File: src/rtl/magnitude_stream.sv
// magnitude_stream: streaming two's-complement to unsigned magnitude converter.
// Registered one-deep output stage with valid/ready on both sides, optional
// clamping of the most-negative input, a running peak magnitude and a
// saturating count of most-negative samples.
module magnitude_stream #(
  parameter int IN_WIDTH  = 17,
  parameter bit SATURATE  = 1'b1,
  parameter int CNT_WIDTH = 8
) (
  input  logic                  clk,
  input  logic                  n_rst,
  input  logic                  in_valid,
  output logic                  in_ready,
  input  logic [IN_WIDTH-1:0]   in_data,
  output logic                  out_valid,
  input  logic                  out_ready,
  output logic [IN_WIDTH-2:0]   out_data,
  output logic                  out_sat,
  output logic [IN_WIDTH-2:0]   peak,
  input  logic                  peak_clear,
  output logic [CNT_WIDTH-1:0]  sat_count
);

  localparam int OW = IN_WIDTH - 1;

  logic          sign;
  logic          is_min;
  logic [OW-1:0] neg_mag;
  logic [OW-1:0] mag;
  logic          accept;
  logic          consume;

  // The output register can take a new sample whenever it is empty or being drained.
  assign in_ready = !out_valid || out_ready;
  assign accept   = in_valid && in_ready;
  assign consume  = out_valid && out_ready;

  // Magnitude of the incoming sample; the most-negative value is flagged separately.
  always_comb begin
    // NOTE: every always_comb output gets a default first so no path can infer a latch.
    sign    = in_data[IN_WIDTH-1];
    is_min  = 1'b0;
    neg_mag = ~in_data[OW-1:0] + OW'(1);
    mag     = in_data[OW-1:0];
    if (sign) begin
      is_min = (in_data[OW-1:0] == '0);
      if (is_min) begin
        // Negating the most-negative value wraps to zero; clamp it when enabled.
        mag = SATURATE ? '1 : '0;
      end else begin
        mag = neg_mag;
      end
    end
  end

  // Output stage: load on accept, empty on consume without accept, hold otherwise.
  always_ff @(posedge clk) begin
    // NOTE: sequential state uses non-blocking assignments so all registers update together.
    if (!n_rst) begin
      out_valid <= 1'b0;
      out_data  <= '0;
      out_sat   <= 1'b0;
    end else if (accept) begin
      out_valid <= 1'b1;
      out_data  <= mag;
      out_sat   <= is_min;
    end else if (consume) begin
      out_valid <= 1'b0;
    end
  end

  // Peak tracker: a clear with a new sample restarts history at that sample.
  always_ff @(posedge clk) begin
    if (!n_rst) begin
      peak <= '0;
    end else if (accept) begin
      if (peak_clear || (mag > peak)) begin
        peak <= mag;
      end
    end else if (peak_clear) begin
      peak <= '0;
    end
  end

  // Saturating count of accepted most-negative samples.
  always_ff @(posedge clk) begin
    if (!n_rst) begin
      sat_count <= '0;
    end else if (accept && is_min && (sat_count != '1)) begin
      sat_count <= sat_count + CNT_WIDTH'(1);
    end
  end

endmodule

File: config.mk
export PLATFORM = sky130hd
export DESIGN_NAME = magnitude_stream
export DESIGN_NICKNAME = d
export VERILOG_FILES = /design/src/rtl/magnitude_stream.sv
export SDC_FILE = /design/constraint.sdc
export NUM_CORES = 1
export LEC_CHECK = 0
export ABC_CLOCK_PERIOD_IN_PS = 3900
export CORE_ASPECT_RATIO = 0.5
export CORE_MARGIN = 1.5
export CORE_UTILIZATION = 25
export CTS_CLUSTER_SIZE = 10
export DETAILED_ROUTE_END_ITERATION = 6
export PLACE_DENSITY = 0.48
export SYNTH_ARGS = -nofsm -noshare
export SYNTH_HDL_FRONTEND = slang
export SYNTH_SLANG_ARGS = --single-unit
File: constraint.sdc
create_clock -name clk -period 3.9 [get_ports clk]
set_clock_uncertainty 0.15 [all_clocks]
set_input_delay 0.585 -clock clk [delete_from_list [all_inputs] [get_ports clk]]
set_output_delay 0.585 -clock clk [all_outputs]
set_load 0.01 [all_outputs]
==> key figures, run 1 <==
Final layout
  – Fill cells: a little over 1,000
  – Layout cells sized above 1: 0.2537
  – N_diodes: 0
  – Fin cells: 609
  – Synthesis-to-finish area growth: 63.68%
  – Core Util, Final: 0.4254
  – Nets@finish: 508

Floorplanning
  – Site Rows: 26
  – Initial Util: 0.2599
  – Die Wd: 149.4 µm
  – Die H: 76.22 µm
  – Core area: 10,310 µm²
  – I/O pin count: 65
  – Die footprint: ~11,000 µm²

Power and ir drop
  – P_leak: about 1.8 nW
  – Total chip power: about 1.3 mW
  – Power Density: 301.0 nW/µm²
  – Max VDD drop: 0.0001872 V

Setup path
  – CP Max Fanout: 8
  – Critical path's top delay family: compound AO/OA/AOI/OAI gates
  – Critical path, cell by cell: dlygate4sd2_1 -> or4_4 -> o41ai_4 -> buf_4 -> o211ai_1 -> and2_1 -> ha_1 -> nand4_1 -> nor2_1 -> a221o_1 -> o32a_1 -> buf_6 -> buf_16 -> mux2i_1
  – Critical path data required time: approximately 3900 ps
  – Biggest cell delay along the critical path: 560 ps
  – CP max-delay cell: or4_4
  – Critical Path Sink Type: flop
  – Crit path buf inv count: 4
  – Worst endpoint data arrival time: 3800 ps
  – Crit Path Category: input port to flop
  – Worst setup SP type: input port

Flow run
  – Number of max-cap violations: 0

STA
  – Max Slew Vio Count: 0
  – Post-route clock period utilization: 0.9709
  – Slew @ Worst Pin: 623.8 ps
  – Worst slew margin: 0.5842
  – RSZ-0062 raised after global routing: false
  – Final min period: 3787 ps
  – Setup violations, final: 0
  – Peak Freq: 0.2641 GHz
  – Hold Fails Final Rpt: 0
  – Setup TNS: 0 ps

Placed design
  – IO Port Bufs: between 60 and 70
  – HPWL Detailed: 6676 µm
  – GPL Wtd Cong: roughly 0.88
  – Placed insts: 592

Clocking
  – Clk buf depth: 2
  – CTS Root Cell: clkbuf_16
  – Reg clk slew, reported paths: approximately 60 ps
  – CTS H-tree depth: 2
  – CTS tree: done
  – Clock Latency Late Sink: ~300 ps
  – Total clock sinks: 42
  – Inserted Clock Buffers: 5

Synth
  – #FFs+latches synth: 42
  – Syn Std Cell Area: 2680 µm²
  – Top post-synthesis cells by count: nand2_1, dfxtp_1, a21oi_1, inv_1, nor2_1
  – Count leader, synth: nand2_1
  – Post-synth top area cell: dfxtp_1
  – Syn Inst Count: 339
  – Mean Syn Cell Area: 7.906 µm²
  – Area contributors post-synth: dfxtp_1, ha_1, nand2_1, mux2i_1, a21oi_1
  – Syn_nets: 379
  – Unique masters post-synth: 50
  – Number of enable flip-flop cells after synthesis: 0
  – Asr flop ratio synth: 0
  – Yosys top cell area share: 0.3137
  – Syn. warnings: 0
  – Post-synth top flop: dfxtp_1
  – Post-synthesis sequential area ratio: 0.3137

Outcome
  – Status: complete, no violations

Detailed routing
  – Total number of vias: ~2,900
  – DR vias/cell: 4.782
  – Wire length per cell: 14.35 µm
  – 1st-iter DRT viols: 132
  – ANT nets after route: 0
  – Final WL: 8739 µm
  – DR DRC count: 0
  – DRT Pass-1 Iters: 4

GRT
  – Total GRT Usage: 0.1561
  – Global-route wire length before repair: 13,970 µm
  – Vias in the first global route: around 2,700
  – Largest net degree at the start of global routing: 29
  – Grt total ovfl: 0
  – Initial antenna violation count: 0

Min path
  – Worst min-delay path class: flop to flop
power breakdown:
part,internal (mW),switching (mW),total [mW]
clock,0.302,0.185,0.487
combinational,0.192,0.173,0.365
sequential,0.452,0.0155,0.468
state kept, by name (all words and copies together) (netlist names):
register / cells
peak: 16
out_valid: 1
sat_count: 8
out_data: 16
out_sat: 1
layer usage:
metal	routed length, µm	part of all wire	vias up	GRT usage
li1	-	-	1475	-
met1	4407	0.50	1369	0.2176
met2	3823	0.44	59	0.2392
met3	427	0.049	9	0.03832
met4	80	0.0092	0	0.03960
met5	0	0	-	0
cell families (layout without fill, tap and decap cells):
| group | after synthesis | count (layout) | share of synthesized area |
|---|---|---|---|
| AND/OR/NAND/NOR | 138 | 138 | 0.2712 |
| AO/OA/AOI/OAI | 72 | 72 | 0.1751 |
| buffers and inverters | 44 | 174 | 0.06536 |
| flip-flops | 42 | 42 | 0.3137 |
| multiplexers | 19 | 19 | 0.07096 |
| adder cells (fa/ha/maj) | 18 | 18 | 0.08404 |
| XOR/XNOR | 6 | 6 | 0.01961 |
cell usage in the layout (no fill, tap or decap), types with 3 or more instances in the layout:
master            n
o21ai_0           9
nand2b_1          4
or4_4             4
a311oi_1          3
o31ai_1           6
or4_1             4
nor2_1           22
dfxtp_1          42
buf_6             8
nand2_1          51
and2_1            5
or3_1             4
xor2_1            4
ha_1             17
or3_4             3
a21oi_1          26
clkbuf_16         5
clkbuf_2          4
mux2i_1          18
o21ai_1           3
dlymetal6s2s_1    7
nor4_4            3
o211ai_1          5
or2_2             5
buf_4            65
dlygate4sd2_1     3
nand4_1           7
clkdlybuf4s50_1  50
inv_1            26
nand3_1          12
worst min-delay path: stages, from the launching register on:
cell     delay, ps
dfxtp_1        310
nand2_1         50
a21oi_1         50
area by class of cell:
| type | count | area, µm² | share of cell area |
|---|---|---|---|
| multi-input cells | 253 | 1823 | 0.4156 |
| well taps | 140 | 175.2 | 0.03993 |
| clock buffers | 5 | 125.1 | 0.02852 |
| inverters | 26 | 97.59 | 0.02225 |
| clock inverters | 3 | 45.04 | 0.01027 |
| repair buffers | 140 | 1280 | 0.2918 |
| flip-flops and latches | 42 | 840.8 | 0.1917 |
timing repair:
action / CTS / global route
pin swaps: 10 / 23
hold buffers: 0 / 0
cloned: 1 / 0
setup endpoints to repair: 16 / 16
buffers inserted: 3 / 5
resized for setup: 21 / 38
through the flow:
| step | cell area (µm²) | hold WS [ps] | worst slack (ps) |
|---|---|---|---|
| 6_report | 4387 | 305.6 | 113.3 |
| 3_5_place_dp | 3950 | 298.5 | -604.5 |
| 2_1_floorplan | 2705 | 330.5 | -67.13 |
| 4_1_cts | 4224 | 308.2 | -0.4161 |
| 5_1_grt | 4387 | 332.9 | 7.828 |
| 3_3_place_gp | 3950 | 295.8 | -688.9 |
final timing paths:
| check | from | end | slack, ps | cells after the start |
|---|---|---|---|---|
| worst max-delay path | in_data[6] | peak[7] | 110 | 14 |
| worst min-delay path | out_data[9] | out_data[9] | 310 | 2 |
| worst max register to register | peak[7] | peak[7] | 1460 | 9 |
| worst min register to register | out_data[9] | out_data[9] | 310 | 2 |
(Power assumes the default switching activity.)
==> run 2: changes to the inputs <==
--- a/config.mk
+++ b/config.mk
@@ -5,13 +5,13 @@
 export SDC_FILE = /design/constraint.sdc
 export NUM_CORES = 1
 export LEC_CHECK = 0
-export ABC_CLOCK_PERIOD_IN_PS = 3900
+export ABC_CLOCK_PERIOD_IN_PS = 4100
 export CORE_ASPECT_RATIO = 0.5
 export CORE_MARGIN = 1.5
 export CORE_UTILIZATION = 25
 export CTS_CLUSTER_SIZE = 10
 export DETAILED_ROUTE_END_ITERATION = 6
-export PLACE_DENSITY = 0.48
+export PLACE_DENSITY = 0.46
 export SYNTH_ARGS = -nofsm -noshare
 export SYNTH_HDL_FRONTEND = slang
 export SYNTH_SLANG_ARGS = --single-unit
==> constraint.sdc (replaced) <==
create_clock -name clk -period 4.1 [get_ports clk]
set_clock_uncertainty 0.15 [all_clocks]
set_input_delay 0.615 -clock clk [delete_from_list [all_inputs] [get_ports clk]]
set_output_delay 0.615 -clock clk [all_outputs]
set_load 0.01 [all_outputs]
==> key figures, run 2 (same netlist as run 1, synthesis figures left out) <==
Outcome
  – Status: finished, violations left
  – Failing checks: design-rule violations

Power and ir drop
  – Max VDD drop: 0.0001431 V (-24%)
  – Flop pwr share: 0.384 (+0.030)
  – Net switching power: 340.9 µW (-8.8%)
  – P_leak: 1.673 nW (-7.0%)
  – Internal: 817.9 µW (-14%)
  – Combinational Power Share: 0.281 (+0.004)
  – Clk pwr share: 0.335 (-0.034)
  – Total chip power: 1.159 mW (-12%)
  – Power Density: 276.3 nW/µm² (-8.2%)
  – Sw Ratio: 0.2942 (+0.01104)

Setup path
  – R2r setup slk: 1750 ps (+290 ps)
  – CP Max Fanout: 7 (-1)
  – Worst setup SP type: input port
  – Worst endpoint data arrival time: 3980 ps (+180 ps)
  – Critical Path Sink Type: flop
  – RR Startpoint: peak[7]
  – Critical path data required time: 4120 ps (+200 ps)
  – Worst Setup SP: in_data[6]
  – Crit Path Category: input port to flop

Floorplanning
  – Die Wd: 149.4 µm (unchanged)
  – Site Rows: 26 (unchanged)
  – Die footprint: 11,390 µm² (unchanged)
  – I/O pin count: 65 (unchanged)
  – Die H: 76.22 µm (unchanged)
  – Core area: 10,310 µm² (unchanged)
  – Initial Util: 0.2599 (unchanged)

Detailed routing
  – Met1 WL: 4554 µm (+3.3%)
  – Uppermost layer routed: met4
  – DR WL met3: 464 µm (+8.7%)
  – DRT Pass-1 Iters: 7 (+3)
  – Final WL: 8875 µm (+1.6%)
  – DR DRC count: 2 (+2)
  – 1st-iter DRT viols: 132 (unchanged)
  – Routed met2 length: 3757 µm (-1.7%)
  – Wire length per cell: 14.79 µm (+3.1%)
  – DR vias/cell: 4.767 (-0.31%)
  – ANT nets after route: 0 (unchanged)
  – Total number of vias: 2,860 (-1.8%)

Final layout
  – Commonest non-fill, non-tap cell in the layout: buf_4
  – N_diodes: 0 (unchanged)
  – Synthesis-to-finish area growth: 56.49%
  – Biggest regs: out_data: 16 flops, peak: 16 flops, sat_count: 8 flops
  – Commonest non-fill, non-tap cells in the layout: buf_4, clkdlybuf4s50_1, nand2_1, dfxtp_1
  – Final Instance Area: 4194 µm² (-4.4%)
  – Nets@finish: 500 (-1.6%)
  – Layout cells sized above 1: 0.2152 (-0.03851)

Clocking
  – Total clock sinks: 42 (unchanged)
  – CTS H-tree depth: 2 (unchanged)
  – Clock Latency Late Sink: 290 ps (about the same)
  – CTS Root Cell: clkbuf_16
  – Clk buf depth: 2 (unchanged)
  – Inserted Clock Buffers: 5 (unchanged)
  – CTS tree: done
  – Reg clk slew, reported paths: 60 ps (about the same)

GRT
  – Vias in the first global route: 2,779 (+3.6%)
  – Grt total ovfl: 0 (unchanged)
  – Largest net degree at the start of global routing: 29 (unchanged)
  – Global-route wire length before repair: 14,290 µm (+2.3%)
  – Total GRT Usage: 0.1599 (+0.003793)
  – Initial antenna violation count: 0 (unchanged)

STA
  – Setup TNS: 0 ps (unchanged)
  – Final min period: 3959 ps
  – Worst hold slack: 303.0 ps (-2.560 ps)
  – Post-route clock period utilization: 0.9657
  – Hold Fails Final Rpt: 0 (unchanged)
  – Max Slew Vio Count: 0 (unchanged)
  – Worst slew margin: 0.3729 (-0.2112)
  – Setup violations, final: 0 (unchanged)
  – Slew @ Worst Pin: 937.1 ps (+313.4 ps)
  – Peak Freq: 0.2526 GHz
  – RSZ-0062 raised after global routing: false
  – Post-route setup slack: 140.7 ps (+27.42 ps)

Min path
  – Worst min-delay path class: flop to flop
  – Hold Crit Start: out_data[8]

Placed design
  – DP Worst Slack: -315.9 ps (+288.6 ps)
  – Area after DPL: 3906 µm² (-1.1%)
  – HPWL Detailed: 6958 µm (+4.2%)
  – GPL Wtd Cong: 0.8349 (-5.6%)
  – IO Port Bufs: 64 (unchanged)

Flow run
  – Number of max-cap violations: 0 (unchanged)
==> run 2: cell count changes in the layout (fill, tap and decap cells not counted), sizes merged <==
cell | before | now
clkinvlp | 2 | 0
buf | 76 | 68
clkdlybuf4s50 | 50 | 60
dlymetal6s2s | 7 | 4
bufinv | 1 | 0
clkbuf | 9 | 5
clkinv | 0 | 2
dlygate4sd2 | 3 | 0
==> run 2: per-stage QoR <==
stage	utilization	instances
4_1_cts	0.3926	597
2_1_floorplan	-	339
3_3_place_gp	0.3788	590
5_1_grt	0.4067	600
3_5_place_dp	0.3788	590
6_report	0.4067	600
==> run 2: path summary, 6_finish.rpt <==
path	to	depth (start not counted)
hold / removal	out_data[8]	2
setup reg to reg	peak[7]	8
setup / recovery	peak[7]	13
hold reg to reg	out_data[8]	2
==> run 2: final cells by class <==
class                   instances  area, µm²
multi-input cells             253       1773
repair buffers                132       1172
clock inverters                 2      10.01
inverters                      26      97.59
clock buffers                   5      125.1
fillers                      1050       6118
well taps                     140      175.2
flip-flops and latches         42      840.8
==> run 2: timing repair <==
| item | in CTS | in global routing |
|---|---|---|
| setup buffers | 0 | 2 |
| endpoints found under the setup margin | 10 | 16 |
| hold buffers | 0 | 0 |
| cloned | 0 | 1 |
| gates resized for setup | 2 | 26 |
| pin swaps | 0 | 14 |
==> run 2: power by group through the flow <==
stage               sequential (mW)  combinational, mW  clock [mW]
finish                        0.445              0.326       0.388
global route                  0.448              0.358       0.420
CTS                           0.446              0.309       0.402
detailed placement            0.455              0.307           0
global placement              0.454              0.305           0
floorplan                     0.462              0.138           0
==> run 2: critical path: stages <==
cell and delay [ps]:
clkdlybuf4s50_1 430, or3_1 410, or3_4 350, or4b_4 550
nand2_1 80, nor2_1 40, ha_1 320, nand4_1 140
nor2_1 70, a221o_1 310, o32a_1 360, buf_6 180
mux2i_1 120
==> run 2: per-layer routing <==
layer	vias up	GRT usage
met4	0	0.03762
met3	10	0.04611
met2	64	0.2378
met5	-	0
li1	1452	-
met1	1334	0.2255
==> run 3: changes to the inputs <==
--- a/config.mk
+++ b/config.mk
@@ -12,6 +12,7 @@
 export CTS_CLUSTER_SIZE = 10
 export DETAILED_ROUTE_END_ITERATION = 6
 export PLACE_DENSITY = 0.46
+export SETUP_SLACK_MARGIN = 0.02
 export SYNTH_ARGS = -nofsm -noshare
 export SYNTH_HDL_FRONTEND = slang
 export SYNTH_SLANG_ARGS = --single-unit
==> key figures, run 3 (same netlist as run 1, synthesis figures left out) <==
Flow run
  – Number of max-cap violations: 0 (unchanged)

Setup path
  – Worst setup SP type: input port
  – Critical path's top delay family: simple AND/OR/NAND/NOR gates
  – Critical path, cell by cell: clkdlybuf4s50_1 -> or3_4 -> or3_4 -> or4b_4 -> nand2_2 -> nor2_1 -> ha_1 -> nand4_1 -> nor2_1 -> a221o_1 -> o32a_4 -> clkbuf_16 -> mux2i_1
  – CP Max Fanout: 6 (-1)
  – RR Startpoint: peak[7]
  – Worst R2R Path Depth: 8 (unchanged)
  – R2r setup slk: 1730 ps (-20 ps)
  – Worst endpoint data arrival time: 3980 ps (about the same)
  – Critical Path Sink Type: flop
  – CP max-delay cell: or4b_4
  – Crit path buf inv count: 2 (unchanged)
  – Biggest cell delay along the critical path: 570 ps (+20 ps)
  – Crit Path Category: input port to flop
  – Critical path data required time: 4120 ps (about the same)
  – Worst R2R End: peak[0]

Power and ir drop
  – Clk pwr share: 0.344 (+0.009)
  – Net switching power: 345.6 µW (+1.4%)
  – Max VDD drop: 0.0001525 V (+6.6%)
  – Flop pwr share: 0.374 (-0.010)
  – Sw Ratio: 0.2901 (-0.004047)
  – Internal: 845.6 µW (+3.4%)
  – P_leak: 1.720 nW (+2.8%)
  – Power Density: 280.4 nW/µm² (+1.5%)
  – Combinational Power Share: 0.282 (about the same)

Final layout
  – Layout cells sized above 1: 0.2174 (+0.002174)
  – N_diodes: 0 (unchanged)
  – Synthesis-to-finish area growth: 58.50%
  – Final Instance Area: 4248 µm² (+1.3%)
  – Nets@finish: 499 (-0.20%)
  – Commonest non-fill, non-tap cell in the layout: buf_4
  – Commonest non-fill, non-tap cells in the layout: buf_4, clkdlybuf4s50_1, nand2_1, dfxtp_1
  – Biggest regs: out_data: 16 flops, peak: 16 flops, sat_count: 8 flops

GRT
  – Initial antenna violation count: 0 (unchanged)
  – Vias in the first global route: 2,885 (+3.8%)
  – Global-route wire length before repair: 14,870 µm (+4.1%)
  – Grt total ovfl: 0 (unchanged)
  – Largest net degree at the start of global routing: 23 (-21%)
  – Total GRT Usage: 0.1654 (+0.005486)

Detailed routing
  – 1st-iter DRT viols: 121 (-8.3%)
  – Total number of vias: 2,907 (+1.6%)
  – Met1 WL: 4585 µm (+0.68%)
  – Wire length per cell: 15.37 µm (+3.9%)
  – DR DRC count: 0 (-2)
  – DR vias/cell: 4.845 (+1.6%)
  – DRT Pass-1 Iters: 4 (-3)
  – DR WL met3: 331 µm (-29%)
  – ANT nets after route: 0 (unchanged)
  – Final WL: 9221 µm (+3.9%)
  – Uppermost layer routed: met4
  – Routed met2 length: 4246 µm (+13%)

Clocking
  – CTS Root Cell: clkbuf_16
  – CTS H-tree depth: 2 (unchanged)
  – Clk buf depth: 2 (unchanged)
  – CTS tree: done
  – Clock Latency Late Sink: 290 ps (about the same)
  – CTS Hold Buffers Added: 0 (unchanged)
  – Total clock sinks: 42 (unchanged)
  – Reg clk slew, reported paths: 60 ps (about the same)
  – Inserted Clock Buffers: 5 (unchanged)

STA
  – Worst slew margin: 0.5345 (+0.1615)
  – Slew @ Worst Pin: 698.3 ps (-238.8 ps)
  – Final min period: 3964 ps (+4.719 ps)
  – RSZ-0062 raised after global routing: false
  – Setup violations, final: 0 (unchanged)
  – Max Slew Vio Count: 0 (unchanged)
  – Peak Freq: 0.2523 GHz (-0.12%)
  – Post-route clock period utilization: 0.9668 (+0.001151)
  – Hold Fails Final Rpt: 0 (unchanged)
  – Setup TNS: 0 ps (unchanged)
  – Worst hold slack: 303.9 ps (+0.8930 ps)

Min path
  – Worst Hold Path EP: out_data[11]
  – Worst Hold Path Cells: 2 (unchanged)
  – Hold Crit Start: out_data[11]
  – Worst min-delay path class: flop to flop

Floorplanning
  – Die Wd: 149.4 µm (unchanged)
  – I/O pin count: 65 (unchanged)
  – Initial Util: 0.2599 (unchanged)
  – Site Rows: 26 (unchanged)
  – Die footprint: 11,390 µm² (unchanged)
  – Core area: 10,310 µm² (unchanged)
  – Die H: 76.22 µm (unchanged)

Placed design
  – GPL Wtd Cong: 0.8336 (-0.16%)
  – HPWL Detailed: 6929 µm (-0.42%)
  – Area after DPL: 3881 µm² (-0.64%)
  – IO Port Bufs: 64 (unchanged)

Outcome
  – Status: complete, no violations
==> run 3: metrics by stage <==
step | total power [mW] | cells | setup WS [ps] | utilization
4_1_cts | 1.185 | 593 | 27.45 | 0.3913
2_1_floorplan | 0.6000 | 339 | 40.02 | -
3_3_place_gp | 0.7609 | 585 | -297.9 | 0.3764
6_report | 1.191 | 600 | 136.0 | 0.4119
3_5_place_dp | 0.7652 | 585 | -342.4 | 0.3764
5_1_grt | 1.262 | 600 | 21.32 | 0.4119
==> run 3: per-layer routing <==
metal / up-vias / GRT usage
li1: 1461 / -
met1: 1395 / 0.2213
met2: 47 / 0.2682
met3: 4 / 0.03653
met4: 0 / 0.04158
met5: - / 0
==> run 3: area by class of cell <==
cell class / count / area [µm²]
multi-input cells: 253 / 1792
flip-flops and latches: 42 / 840.8
well taps: 140 / 175.2
inverters: 26 / 97.59
clock buffers: 7 / 142.6
repair buffers: 131 / 1195
clock inverters: 1 / 5.005
fillers: 1065 / 6065
==> run 3: power by group through the flow <==
stage	sequential, mW	combinational [mW]	clock [mW]
floorplan	0.462	0.138	0
detailed placement	0.454	0.311	0
global placement	0.453	0.308	0
CTS	0.446	0.313	0.426
finish	0.445	0.336	0.410
global route	0.448	0.370	0.443
==> run 3: worst register-to-register path, stage by stage, from the launching register on <==
cell and delay [ps]:
dfxtp_1 380, inv_1 60, ha_1 320, a21oi_1 150, o21ai_1 120, a221o_1 350
o32a_4 430, clkbuf_16 180, mux2i_1 110
==> run 3: how the worst max path moves through the flow <==
| stage | slack, ps | startpoint | endpoint | cells past startpoint |
|---|---|---|---|---|
| floorplan | 40 | in_data[1] | peak[7] | 14 |
| global placement | -300 | in_data[1] | peak[7] | 14 |
| detailed placement | -340 | in_data[1] | peak[1] | 13 |
| CTS | 30 | in_data[1] | peak[7] | 14 |
| global route | 20 | in_data[7] | peak[0] | 13 |
| finish | 140 | in_data[7] | peak[0] | 13 |
==> run 3: timing repair <==
action / CTS / global route
setup endpoints to repair: 16 / 16
gates resized for setup: 2 / 29
buffers inserted: 0 / 6
cloned: 0 / 1
pin swaps: 1 / 15
